**src/rtl/riscv_pkg.sv**
```systemverilog
// Shared RISC-V constants for the fetch and decode stages: widths, reset PC,
// canonical NOP and base opcode encodings.
package riscv_pkg;
  localparam int XLEN       = 32;
  localparam int INST_W     = 32;
  localparam int INST_BYTES = 4;

  localparam logic [31:0] RESET_PC_DEFAULT = 32'h0000_0000;
  localparam logic [31:0] NOP              = 32'h0000_0013;

  localparam logic [6:0] OPC_LUI    = 7'b0110111;
  localparam logic [6:0] OPC_AUIPC  = 7'b0010111;
  localparam logic [6:0] OPC_JAL    = 7'b1101111;
  localparam logic [6:0] OPC_JALR   = 7'b1100111;
  localparam logic [6:0] OPC_BRANCH = 7'b1100011;
  localparam logic [6:0] OPC_LOAD   = 7'b0000011;
  localparam logic [6:0] OPC_STORE  = 7'b0100011;
  localparam logic [6:0] OPC_OP_IMM = 7'b0010011;
  localparam logic [6:0] OPC_OP     = 7'b0110011;
endpackage

```
**src/rtl/fetch_fifo.sv**
```systemverilog
// Prefetch FIFO: DEPTH x W circular buffer with combinational head.
// Flush wins over push and pop; push and pop together are legal even when full.
module fetch_fifo #(
  parameter int DEPTH = 2,
  parameter int W     = 32,
  localparam int AW   = $clog2(DEPTH),
  localparam int CW   = AW + 1
) (
  input  logic          clk,
  input  logic          rst,
  input  logic          flush,
  input  logic          push,
  input  logic [W-1:0]  push_data,
  input  logic          pop,
  output logic [CW-1:0] count,
  output logic [W-1:0]  head
);
  logic [W-1:0]  mem_q [DEPTH];
  logic [AW-1:0] wr_ptr_q, wr_ptr_d;
  logic [AW-1:0] rd_ptr_q, rd_ptr_d;
  logic [CW-1:0] count_q, count_d;

  always_comb begin
    wr_ptr_d = wr_ptr_q;
    rd_ptr_d = rd_ptr_q;
    count_d  = count_q;
    if (flush) begin
      wr_ptr_d = '0;
      rd_ptr_d = '0;
      count_d  = '0;
    end else begin
      if (push) wr_ptr_d = wr_ptr_q + AW'(1);
      if (pop)  rd_ptr_d = rd_ptr_q + AW'(1);
      count_d = count_q + CW'(push) - CW'(pop);
    end
  end

  always_ff @(posedge clk or posedge rst) begin
    if (rst) begin
      wr_ptr_q <= '0;
      rd_ptr_q <= '0;
      count_q  <= '0;
    end else begin
      wr_ptr_q <= wr_ptr_d;
      rd_ptr_q <= rd_ptr_d;
      count_q  <= count_d;
    end
  end

  // Storage needs no reset: count gates every read of it.
  always_ff @(posedge clk) begin
    if (push && !flush) mem_q[wr_ptr_q] <= push_data;
  end

  assign count = count_q;
  assign head  = mem_q[rd_ptr_q];
endmodule

```
**src/rtl/instruction_fetch.sv**
```systemverilog
// Fetch stage: PC owner, credit-limited imem requests, prefetch FIFO to decoder.
// Optional misaligned-redirect fault enabled by IFETCH_MISALIGN_CHK_EN.
module instruction_fetch
  import riscv_pkg::*;
#(
  parameter int               XLEN       = riscv_pkg::XLEN,
  parameter logic [XLEN-1:0]  RESET_PC   = XLEN'(RESET_PC_DEFAULT),
  parameter int               FIFO_DEPTH = 2
) (
  input  logic              clk,
  input  logic              rst,
  input  logic              redirect_valid,
  input  logic [XLEN-1:0]   redirect_pc,
  output logic              imem_req_valid,
  input  logic              imem_req_ready,
  output logic [XLEN-1:0]   imem_req_addr,
  input  logic              imem_rsp_valid,
  input  logic [INST_W-1:0] imem_rsp_data,
  output logic              inst_valid,
  input  logic              inst_ready,
  output logic [INST_W-1:0] inst_data,
  output logic [XLEN-1:0]   inst_pc
`ifdef IFETCH_MISALIGN_CHK_EN
  , output logic            fetch_fault
`endif
);
  localparam int CW = $clog2(FIFO_DEPTH) + 1;

  logic [XLEN-1:0] fetch_pc_q, fetch_pc_d;
  logic [XLEN-1:0] head_pc_q, head_pc_d;
  logic [CW-1:0]   inflight_q, inflight_d;
  logic [CW-1:0]   discard_q, discard_d;
  logic [CW-1:0]   fifo_count;
  logic [INST_W-1:0] fifo_head;
  logic [XLEN-1:0] target;
  logic [CW:0]     used;
  logic            fetch_blocked;
  logic            req_fire;
  logic            rsp_keep;
  logic            pop;

`ifdef IFETCH_MISALIGN_CHK_EN
  logic fault_q, fault_d;

  assign target = redirect_pc;

  always_comb begin
    fault_d = fault_q;
    if (redirect_valid) fault_d = (redirect_pc[1:0] != 2'b00);
  end

  always_ff @(posedge clk or posedge rst) begin
    if (rst) fault_q <= 1'b0;
    else     fault_q <= fault_d;
  end

  assign fetch_blocked = fault_q;
  assign fetch_fault   = fault_q;
`else
  assign target        = redirect_pc & ~XLEN'(3);
  assign fetch_blocked = 1'b0;
`endif

  // Only issue when every outstanding request is guaranteed a FIFO slot.
  assign used           = {1'b0, inflight_q} + {1'b0, fifo_count};
  assign imem_req_valid = !rst && !redirect_valid && !fetch_blocked &&
                          (used < (CW+1)'(FIFO_DEPTH));
  assign imem_req_addr  = fetch_pc_q;
  assign req_fire       = imem_req_valid && imem_req_ready;
  assign rsp_keep       = imem_rsp_valid && (discard_q == '0) && !redirect_valid;
  assign pop            = inst_valid && inst_ready && !redirect_valid;

  always_comb begin
    fetch_pc_d = fetch_pc_q;
    head_pc_d  = head_pc_q;
    inflight_d = inflight_q + CW'(req_fire) - CW'(imem_rsp_valid);
    discard_d  = discard_q;
    if (redirect_valid) begin
      fetch_pc_d = target;
      head_pc_d  = target;
      discard_d  = inflight_q - CW'(imem_rsp_valid);
    end else begin
      if (req_fire) fetch_pc_d = fetch_pc_q + XLEN'(INST_BYTES);
      if (pop)      head_pc_d  = head_pc_q + XLEN'(INST_BYTES);
      if (imem_rsp_valid && (discard_q != '0)) discard_d = discard_q - CW'(1);
    end
  end

  always_ff @(posedge clk or posedge rst) begin
    if (rst) begin
      fetch_pc_q <= RESET_PC;
      head_pc_q  <= RESET_PC;
      inflight_q <= '0;
      discard_q  <= '0;
    end else begin
      fetch_pc_q <= fetch_pc_d;
      head_pc_q  <= head_pc_d;
      inflight_q <= inflight_d;
      discard_q  <= discard_d;
    end
  end

  fetch_fifo #(
    .DEPTH (FIFO_DEPTH),
    .W     (INST_W)
  ) u_fifo (
    .clk       (clk),
    .rst       (rst),
    .flush     (redirect_valid),
    .push      (rsp_keep),
    .push_data (imem_rsp_data),
    .pop       (pop),
    .count     (fifo_count),
    .head      (fifo_head)
  );

  assign inst_valid = (fifo_count != '0);
  assign inst_data  = fifo_head;
  assign inst_pc    = head_pc_q;

  a_rsp_needs_inflight: assert property (@(posedge clk) disable iff (rst)
    imem_rsp_valid |-> (inflight_q != '0));
  a_discard_le_inflight: assert property (@(posedge clk) disable iff (rst)
    discard_q <= inflight_q);
endmodule

```
**config.mk**
```make
export PLATFORM = sky130hd
export DESIGN_NAME = instruction_fetch
export DESIGN_NICKNAME = d
export VERILOG_FILES = /design/src/rtl/riscv_pkg.sv /design/src/rtl/fetch_fifo.sv /design/src/rtl/instruction_fetch.sv
export SDC_FILE = /design/constraint.sdc
export NUM_CORES = 1
export LEC_CHECK = 0
export BUFFER_PORTS_ARGS = -buffer_cell sky130_fd_sc_hd__buf_2
export CAP_MARGIN = 10
export CELL_PAD_IN_SITES_DETAIL_PLACEMENT = 1
export CELL_PAD_IN_SITES_GLOBAL_PLACEMENT = 2
export CORE_MARGIN = 2
export CORE_UTILIZATION = 25
export CTS_BUF_LIST = sky130_fd_sc_hd__clkbuf_16
export DETAILED_ROUTE_END_ITERATION = 12
export MAX_ROUTING_LAYER = met4
export PLACE_DENSITY = 0.7
export SLEW_MARGIN = 20
export SYNTH_ARGS = -nofsm -noshare
export SYNTH_HDL_FRONTEND = slang
export SYNTH_SLANG_ARGS = --single-unit
```
**constraint.sdc**
```tcl
create_clock -name clk -period 6.9 [get_ports clk]
set_clock_uncertainty 0.2 [all_clocks]
set_input_delay 1.38 -clock clk [delete_from_list [all_inputs] [get_ports clk]]
set_output_delay 1.38 -clock clk [all_outputs]
set_load 0.05 [all_outputs]
```
* Word-level counts from Yosys, hierarchy flattened *
Memories as Yosys holds them, arrays and structs flattened.
Cells that the tools add are included.

operators by class
  add/sub/neg operators = 11
  multiply operators = 0
  div/mod/pow operators = 0
  $lt $le $gt $ge = 1
  equal/unequal tests = 0
  shift operators = 0
  muxes and demuxes = 13
  bitwise gates (word level) = 0
  reductions and logical operators = 18

operator list
  operator                                                     count
  2-to-1 mux 32 bit                                            4
  adder 32 x 3 -> 32 bit (second input constant)               2
  nonzero test 2 bit                                           6
  logical AND 1 bit                                            9
  2-to-1 mux 1 bit                                             6
  2-to-1 mux 2 bit                                             3
  subtractor 2 x 1 -> 2 bit                                    3
  adder 2 x 1 -> 2 bit                                         2
  adder 2 x 2 -> 3 bit                                         1
  less-than comparator 3 x 2 -> 1 bit (second input constant)  1
  adder 1 bit (second input constant)                          2
  logical NOT 1 bit                                            2
  logical NOT 2 bit                                            1
  subtractor 2 x 1 -> 2 bit (second input constant)            1

word-level totals
  flip-flop bits (word level) = 72
  bits in latches = 0
  RAM bits = 64
  memory bits (read-only) = 0
  output and inout port bits = 98
  logic and storage cells = 51
  memories = 1

memory list
  memory        words  bits a word  read ports  clocked after memory_dff  write ports  line              source
  u_fifo.mem_q  2      32           1           0                         1            fetch_fifo.sv:18  logic [W-1:0] mem_q [DEPTH];

* Logic depth before layout (Yosys ltp) *
Gate-level depths: netlist (run 1).

  depth after elaboration = 6
  mapped depth = 13
  gate-level depth less buffers = 11

* Hierarchy *
A second synthesis (run 1) with hierarchy kept.

unflattened totals
  cells, all modules = 518
  area total of the unflattened synthesis = 6328.6 sq um

by module, submodules not included
  module             times used  cells each  area an instance (sq um)  sequential area each (sq um)
  instruction_fetch  1           400         3656.0                    1601.5
  fetch_fifo         1           118         2672.6                    2021.9

* Worst setup path before layout (run 1) *
OpenSTA, ideal clock, no wires.

  path type = in2reg
  start = input port redirect_valid
  end = memory u_fifo.mem_q[0][0], enable pin
  data arrival time = 4033 ps
  path slack = 2205 ps
  stages on the path = 3
  path buffers = 2
  cells stage by stage = clkbuf_1 -> clkbuf_1 -> nor3_1

on the way
  word-level cells in the longest chain between the ends = 5

RTL lines
  item                                      line                                       source
  start, declared                           instruction_fetch.sv:12                    input logic redirect_valid,
  logical NOT 1 bit *                       fetch_fifo.sv:52, instruction_fetch.sv:70
  logical AND 1 bit                         instruction_fetch.sv:70                    assign rsp_keep = imem_rsp_valid && (discard_q == '0) && !redirect_valid;
  logical AND 1 bit *                       fetch_fifo.sv:52                           if (push && !flush) mem_q[wr_ptr_q] <= push_data;
  2-to-1 mux 1 bit *                        fetch_fifo.sv:52
  2-to-1 mux 1 bit (implied by the code) *  fetch_fifo.sv:52
  end, declared                             fetch_fifo.sv:18

Mark *: on every way between the ends. The rest lies on a longest branch, timed or not.

* Worst setup path in the final report (run 1) *
  start = register u_fifo.count_q[0], in the netlist u_fifo.count[0]
  end = output port imem_req_valid

on the way
  word-level cells in the longest chain between the ends = 3

RTL lines
  item                                 line                     source
  start, declared                      fetch_fifo.sv:21         logic [CW-1:0] count_q, count_d;
  start signal, assigned               fetch_fifo.sv:46         count_q <= count_d;
  adder 2 x 2 -> 3 bit                 instruction_fetch.sv:65  assign used = {1'b0, inflight_q} + {1'b0, fifo_count};
  less-than comparator 3 x 2 -> 1 bit  instruction_fetch.sv:67  (used < (CW+1)'(FIFO_DEPTH));
  logical AND 1 bit                    instruction_fetch.sv:66  assign imem_req_valid = !rst && !redirect_valid && !fetch_blocked &&
  end, declared                        instruction_fetch.sv:14  output logic imem_req_valid,

No other way between the ends.

==> metrics, run 1 <==
run status completed; highest-count cells in the layout ignoring fill and taps 161 x sky130_fd_sc_hd__buf_2, 68 x sky130_fd_sc_hd__dfrtp_1, 64 x sky130_fd_sc_hd__edfxtp_1; top cells by area in the synthesized netlist sky130_fd_sc_hd__edfxtp_1 31%, sky130_fd_sc_hd__dfrtp_1 27%, sky130_fd_sc_hd__mux2_2 6.1%; Worst Setup Start Kind register; transition time at the pin with the least slew margin approximately 0.95 ns; Max clock buf depth 2; Critical Setup Path Class reg2out; count of unique library cells instantiated by Yosys 53; die span in x between 150 and 200 µm; crit path DAT around 2.2 ns; placer congestion estimate 0.803; via density per instance 4.77; Initial Utilization 0.256; overall via count from detail_route roughly 4,900; standby leakage power about 3.3 nW; Total Routing Usage GR 0.148; number of levels the H-tree was split into 4; fmax between 0.2 and 0.3 GHz; most common cell after layout, fill and taps aside sky130_fd_sc_hd__buf_2; post-synth top area share 0.308; Multi-input gate area between 2000 and 2500 µm²; number of global-route vias before repair roughly 5,200; number of filler instances in the final layout 2,756; Routed Wire Length 18,300 µm; initial antenna violation count 0; Post-CTS Resized 0; share of the clock period used by the worst path after layout 0.549; RSZ-0062 raised after global routing no; quantity of I/O buffers inserted on ports between 150 and 200; Synth async-reset ratio 0.515; worst slew margin relative to its limit 0.369; overall die area approximately 26,000 µm²; count of pins on the block boundary 168; first-pass detailed-route iteration total 4; worst path required time 5.32 ns; WL per Instance ~18 µm; path type of the worst min-delay path reg2reg; antenna cell count 0; largest net degree at the start of global routing 69; number of enable flip-flop cells after synthesis 64; area delta synth->final 27.6%; cell accounting for the most synthesized area sky130_fd_sc_hd__edfxtp_1; Post-DP HPWL 13,200 µm; netlist area before placement around 6200 µm²; final standard cell utilization of the core 0.327; number of setup violations in the final report 0; CTS Buf Count 17; number of DRC violations after detailed-routing iteration 0 between 200 and 250; number of clock sinks 132; post-layout min period around 3.8 ns; crit end category primary output; aggregate negative setup slack 0 ns; worst voltage drop across the vdd grid 0.115 mV; library cell used as clock root buffer sky130_fd_sc_hd__clkbuf_16; synthesis warning total 0; PD cells 321 nW/µm²; net count of the finished layout about 770; Yosys reg bits roughly 130; ratio of cells with drive above 1 in the final layout 0.359; insertion delay to the later sink of the worst-skew pair between 0.4 and 0.5 ns; maximum fanout encountered on the critical timing path 4; Antenna Nets Post-Route 0; Site Rows 57; worst hold slack across all endpoints roughly 0.31 ns; hold buffers post-CTS 0; buffers inserted during post-CTS setup optimization 0; worst reg-to-reg setup slack around 3.1 ns; detailed-route DRC error count 0; Post-Syn Instances ~520; CTS tree built; share of synthesized area occupied by flip-flops and latches 0.580; overall power of the completed layout between 0.002 and 0.003 W; Storage cell area 3620 µm²; clock transition at the register clock pins on the worst setup and hold paths after CTS 0.07 ns; average cell area after synthesis 11.9 µm²; total core area approximately 24,000 µm²; global-route wire length before repair approximately 30,000 µm; height of the die around 160 µm; final number of hold-violating endpoints 0; global route total overflow 0; commonest register cell after synthesis sky130_fd_sc_hd__dfrtp_1; final max-slew violation count 0; max-capacitance violation count 0
==> layer usage <==
layer  global-route usage  routed length (µm)  vias up
met5                    -                   0        -
met4               0.0374                 195        0
met3               0.0391                1160       15
met2                0.232                8660      150
met1                0.191                8330     2462
li1                     -                   -     2252
==> where the power goes <==
group | switching [W] | internal, W | total, W
logic | 0.000480 | 0.000187 | 0.000667
clock network | 0.000393 | 0.000513 | 0.000905
registers | 0.0000797 | 0.000910 | 0.000989
==> registers in the layout (all words and copies together), names as in the netlist <==
register / flops
u_fifo.count: 2
imem_req_addr: 30
inst_pc: 30
u_fifo.wr_ptr_q: 1
inflight_q: 2
discard_q: 2
u_fifo.mem_q: 64
u_fifo.rd_ptr_q: 1
==> cell usage after synthesis (all sizes together), types with 2 or more instances <==
cell	count
or3	4
inv	17
ha	8
nand2	55
a31o	2
nand3	27
nor4b	2
nor2	17
and3	15
nand4	18
xor2	12
clkbuf	15
a31oi	7
buf	13
mux2	34
nor4	6
edfxtp	64
and4	5
nor3	11
and2	4
xnor2	26
dfrtp	68
a21oi	8
o311ai	13
o21ai	47
o211ai	11
==> through the flow <==
stage | setup WS, ns | instances | instance area [µm²]
2_1_floorplan | 2.21 | 527 | 6260
3_3_place_gp | 2.78 | 991 | 7380
6_report | 3.11 | 1023 | 7970
3_5_place_dp | 2.76 | 991 | 7380
4_1_cts | 3.03 | 1023 | 7970
5_1_grt | 2.84 | 1023 | 7970
==> final timing paths <==
| check | from | to | depth (start not counted) |
|---|---|---|---|
| setup reg to reg | u_fifo.count[0]$_DFF_PP0_ | inflight_q[1]$_DFF_PP0_ | 11 |
| hold / removal | inflight_q[0]$_DFF_PP0_ | inflight_q[0]$_DFF_PP0_ | 1 |
| max in group asynchronous | rst | inst_pc[20]$_DFFE_PP0N_ | 3 |
| hold reg to reg | inflight_q[0]$_DFF_PP0_ | inflight_q[0]$_DFF_PP0_ | 1 |
| setup / recovery | u_fifo.count[0]$_DFF_PP0_ | imem_req_valid | 5 |
| min in group asynchronous | rst | inflight_q[0]$_DFF_PP0_ | 3 |
==> critical path, cell delays in order, from the launching register on <==
cell	delay (ns)
sky130_fd_sc_hd__dfrtp_1	0.38
sky130_fd_sc_hd__inv_1	0.09
sky130_fd_sc_hd__nor2_1	0.14
sky130_fd_sc_hd__fa_1	0.48
sky130_fd_sc_hd__nor4_4	0.37
sky130_fd_sc_hd__buf_2	0.33
==> logic make-up (layout without fill, tap and decap cells) <==
| logic type | after synthesis | in the layout | share of synthesized area |
|---|---|---|---|
| flip-flops | 132 | 132 | 0.580 |
| adder cells (fa/ha/maj) | 9 | 9 | 0.0192 |
| AO/OA/AOI/OAI | 93 | 93 | 0.0920 |
| other | 1 | 4 | 0.000601 |
| AND/OR/NAND/NOR | 171 | 171 | 0.160 |
| XOR/XNOR | 38 | 38 | 0.0533 |
| multiplexers | 34 | 34 | 0.0613 |
| buffers and inverters | 46 | 218 | 0.0335 |
==> area by class of cell <==
cell class / count / area share
clock inverter: 15 / 0.0203
sequential: 132 / 0.455
timing repair buffer: 168 / 0.108
clock buffer: 17 / 0.0534
inverter: 18 / 0.00848
multi-input combinational: 349 / 0.305
tap: 324 / 0.0509
Power figures use the tool's default switching activity.
==> run 2: changes to the inputs <==
clock period = 3.53 ns   (was 6.9 ns; I/O delays follow)
==> run 2 against run 1 <==
Combinational power is 98% higher. Sequential share of layout area is 0.22 points lower. Die area stayed put. Clock power is 92% higher. Via count is 0.45% lower. Hold slack worse by 0.028 ns. Largest cell class unchanged. Largest power group unchanged.
==> metrics, run 2 (synthesis results as in run 1) <==
largest net degree at the start of global routing slightly below 50; max reg flops 64; number of DRC violations after detailed-routing iteration 0 around 250; first-pass detailed-route iteration total 4; final standard cell area without fillers approximately 8000 µm²; final number of hold-violating endpoints 0; placer congestion estimate a little over 0.8; maximum fanout encountered on the critical timing path 4; most common cell after layout, fill and taps aside sky130_fd_sc_hd__buf_2; RSZ-0062 raised after global routing no; worst reg-to-reg setup slack ~0.53 ns; Max clock buf depth 2; post-layout min period around 3.1 ns; CTS Buf Count 17; Initial Utilization 0.256; overall power of the completed layout approximately 0.005 W; crit end category primary output; cell-by-cell listing of the critical path inv_1 -> nor2_1 -> fa_1 -> nor4_4 -> buf_2; worst path required time ~2.6 ns; standby leakage power ~3.3 nW; Max stage delay on crit path approximately 0.47 ns; global route total overflow 0; total core area 24,400 µm²; path type of the worst min-delay path in2async; Critical Path Start u_fifo.count[0]$_DFF_PP0_; cell with the largest stage delay on the worst path sky130_fd_sc_hd__fa_1; capture point of the worst reg-to-reg path inflight_q[1]$_DFF_PP0_; CP Buf/Inv Count 2; depth of the worst register-to-register path 11; highest-count cells in the layout ignoring fill and taps 161 x sky130_fd_sc_hd__buf_2, 68 x sky130_fd_sc_hd__dfrtp_1, 64 x sky130_fd_sc_hd__edfxtp_1; initial antenna violation count 0; overall die area 26,300 µm²; number of levels the H-tree was split into 4; quantity of I/O buffers inserted on ports roughly 160; die span in x 162 µm; aggregate negative setup slack 0 ns; overall via count from detail_route between 4,000 and 5,000; antenna cell count 0; Post-DP HPWL 13,500 µm; area post-placement 7430 µm²; number of setup violations in the final report 0; worst voltage drop across the vdd grid 0.261 mV; Worst Setup Start Kind register; Routed Wire Length between 15,000 and 20,000 µm; transition time at the pin with the least slew margin between 0.8 and 0.9 ns; insertion delay to the later sink of the worst-skew pair 0.42 ns; count of pins on the block boundary around 170; worst slew margin relative to its limit 0.426; hold buffers post-CTS 0; number of clock sinks between 100 and 150; detailed-route DRC error count 0; global-route wire length before repair around 30,000 µm; height of the die 162 µm; number of global-route vias before repair 5,160; top register by number of flip-flops u_fifo.mem_q; clock transition at the register clock pins on the worst setup and hold paths after CTS ~0.07 ns; WL per Instance roughly 18 µm; net count of the finished layout 769; share of the clock period used by the worst path after layout 0.877; crit path DAT 2.19 ns; RR Startpoint u_fifo.count[0]$_DFF_PP0_; Antenna Nets Post-Route 0; max-capacitance violation count 0; cell family contributing the most delay on the critical path simple AND/OR/NAND/NOR gates; final standard cell utilization of the core 0.328; fmax ~0.32 GHz; PD cells between 600 and 700 nW/µm²; Critical Setup Path Class reg2out; library cell used as clock root buffer sky130_fd_sc_hd__clkbuf_16; via density per instance roughly 4.7; final max-slew violation count 0; Post-CTS Resized 0; Site Rows 57; Total Routing Usage GR 0.150; CTS tree built; run status completed; buffers inserted during post-CTS setup optimization 0; area delta synth->final 28.3%; ratio of cells with drive above 1 in the final layout 0.361
-- run 2: cell count changes in the layout (fill, tap and decap cells not counted), sizes merged --
cell,previous run,this run
clkbuf,17,18
clkinvlp,2,1
buf,168,172
inv,25,26
clkinv,5,4
-- run 2: per-layer routing --
layer  global-route usage  vias to the layer above  routed length, µm  share of wire
li1                     -                     2267                  -              -
met1                0.197                     2444               8680           0.47
met2                0.234                      134               8560           0.46
met3               0.0373                       12                971          0.053
met4               0.0358                        0                205          0.011
met5                    -                        -                  0              0
-- run 2: final cells by class --
type	count	area [µm²]
Tap cell	324	405
Fill cell	2766	16400
Clock inverter	14	124
Timing Repair Buffer	172	901
Inverter	18	67.6
Multi-Input combinational cell	349	2440
Clock buffer	18	450
Sequential cell	132	3620
-- run 2: where the power goes --
group / internal [W] / switching, W / leakage (nW)
Clock: 0.00102 / 0.000724 / 0.288
Combinational: 0.000374 / 0.000942 / 1.61
Sequential: 0.00178 / 0.000160 / 1.41
Total: 0.00317 / 0.00183 / 3.31
-- run 2: metrics by stage --
step,std cells,hold WS [ns],setup WS [ns]
2_1_floorplan,527,0.278,0.166
3_3_place_gp,995,0.299,0.424
3_5_place_dp,995,0.299,0.498
4_1_cts,1027,0.263,0.396
5_1_grt,1027,0.262,0.302
6_report,1027,0.282,0.434
-- run 2: worst max path at each step --
stage	slack, ns	end	depth (start not counted)
after floorplan	0.17	inflight_q[1]$_DFF_PP0_	13
after global placement	0.42	imem_req_addr[31]$_DFFE_PP0P_	8
after detailed placement	0.50	inflight_q[1]$_DFF_PP0_	11
after CTS	0.40	imem_req_valid	5
after global routing	0.30	inflight_q[1]$_DFF_PP0_	11
final	0.43	imem_req_valid	5
-- run 2: worst register-to-register path, delay by kind of cell (launching register included) --
kind,cells,cell delay (ns)
DFF,1,0.39
xor gates and xnor gates,2,0.32
buffers and inverters,3,0.20
and+or+nand+nor,3,0.90
adders and majority gates,3,0.93
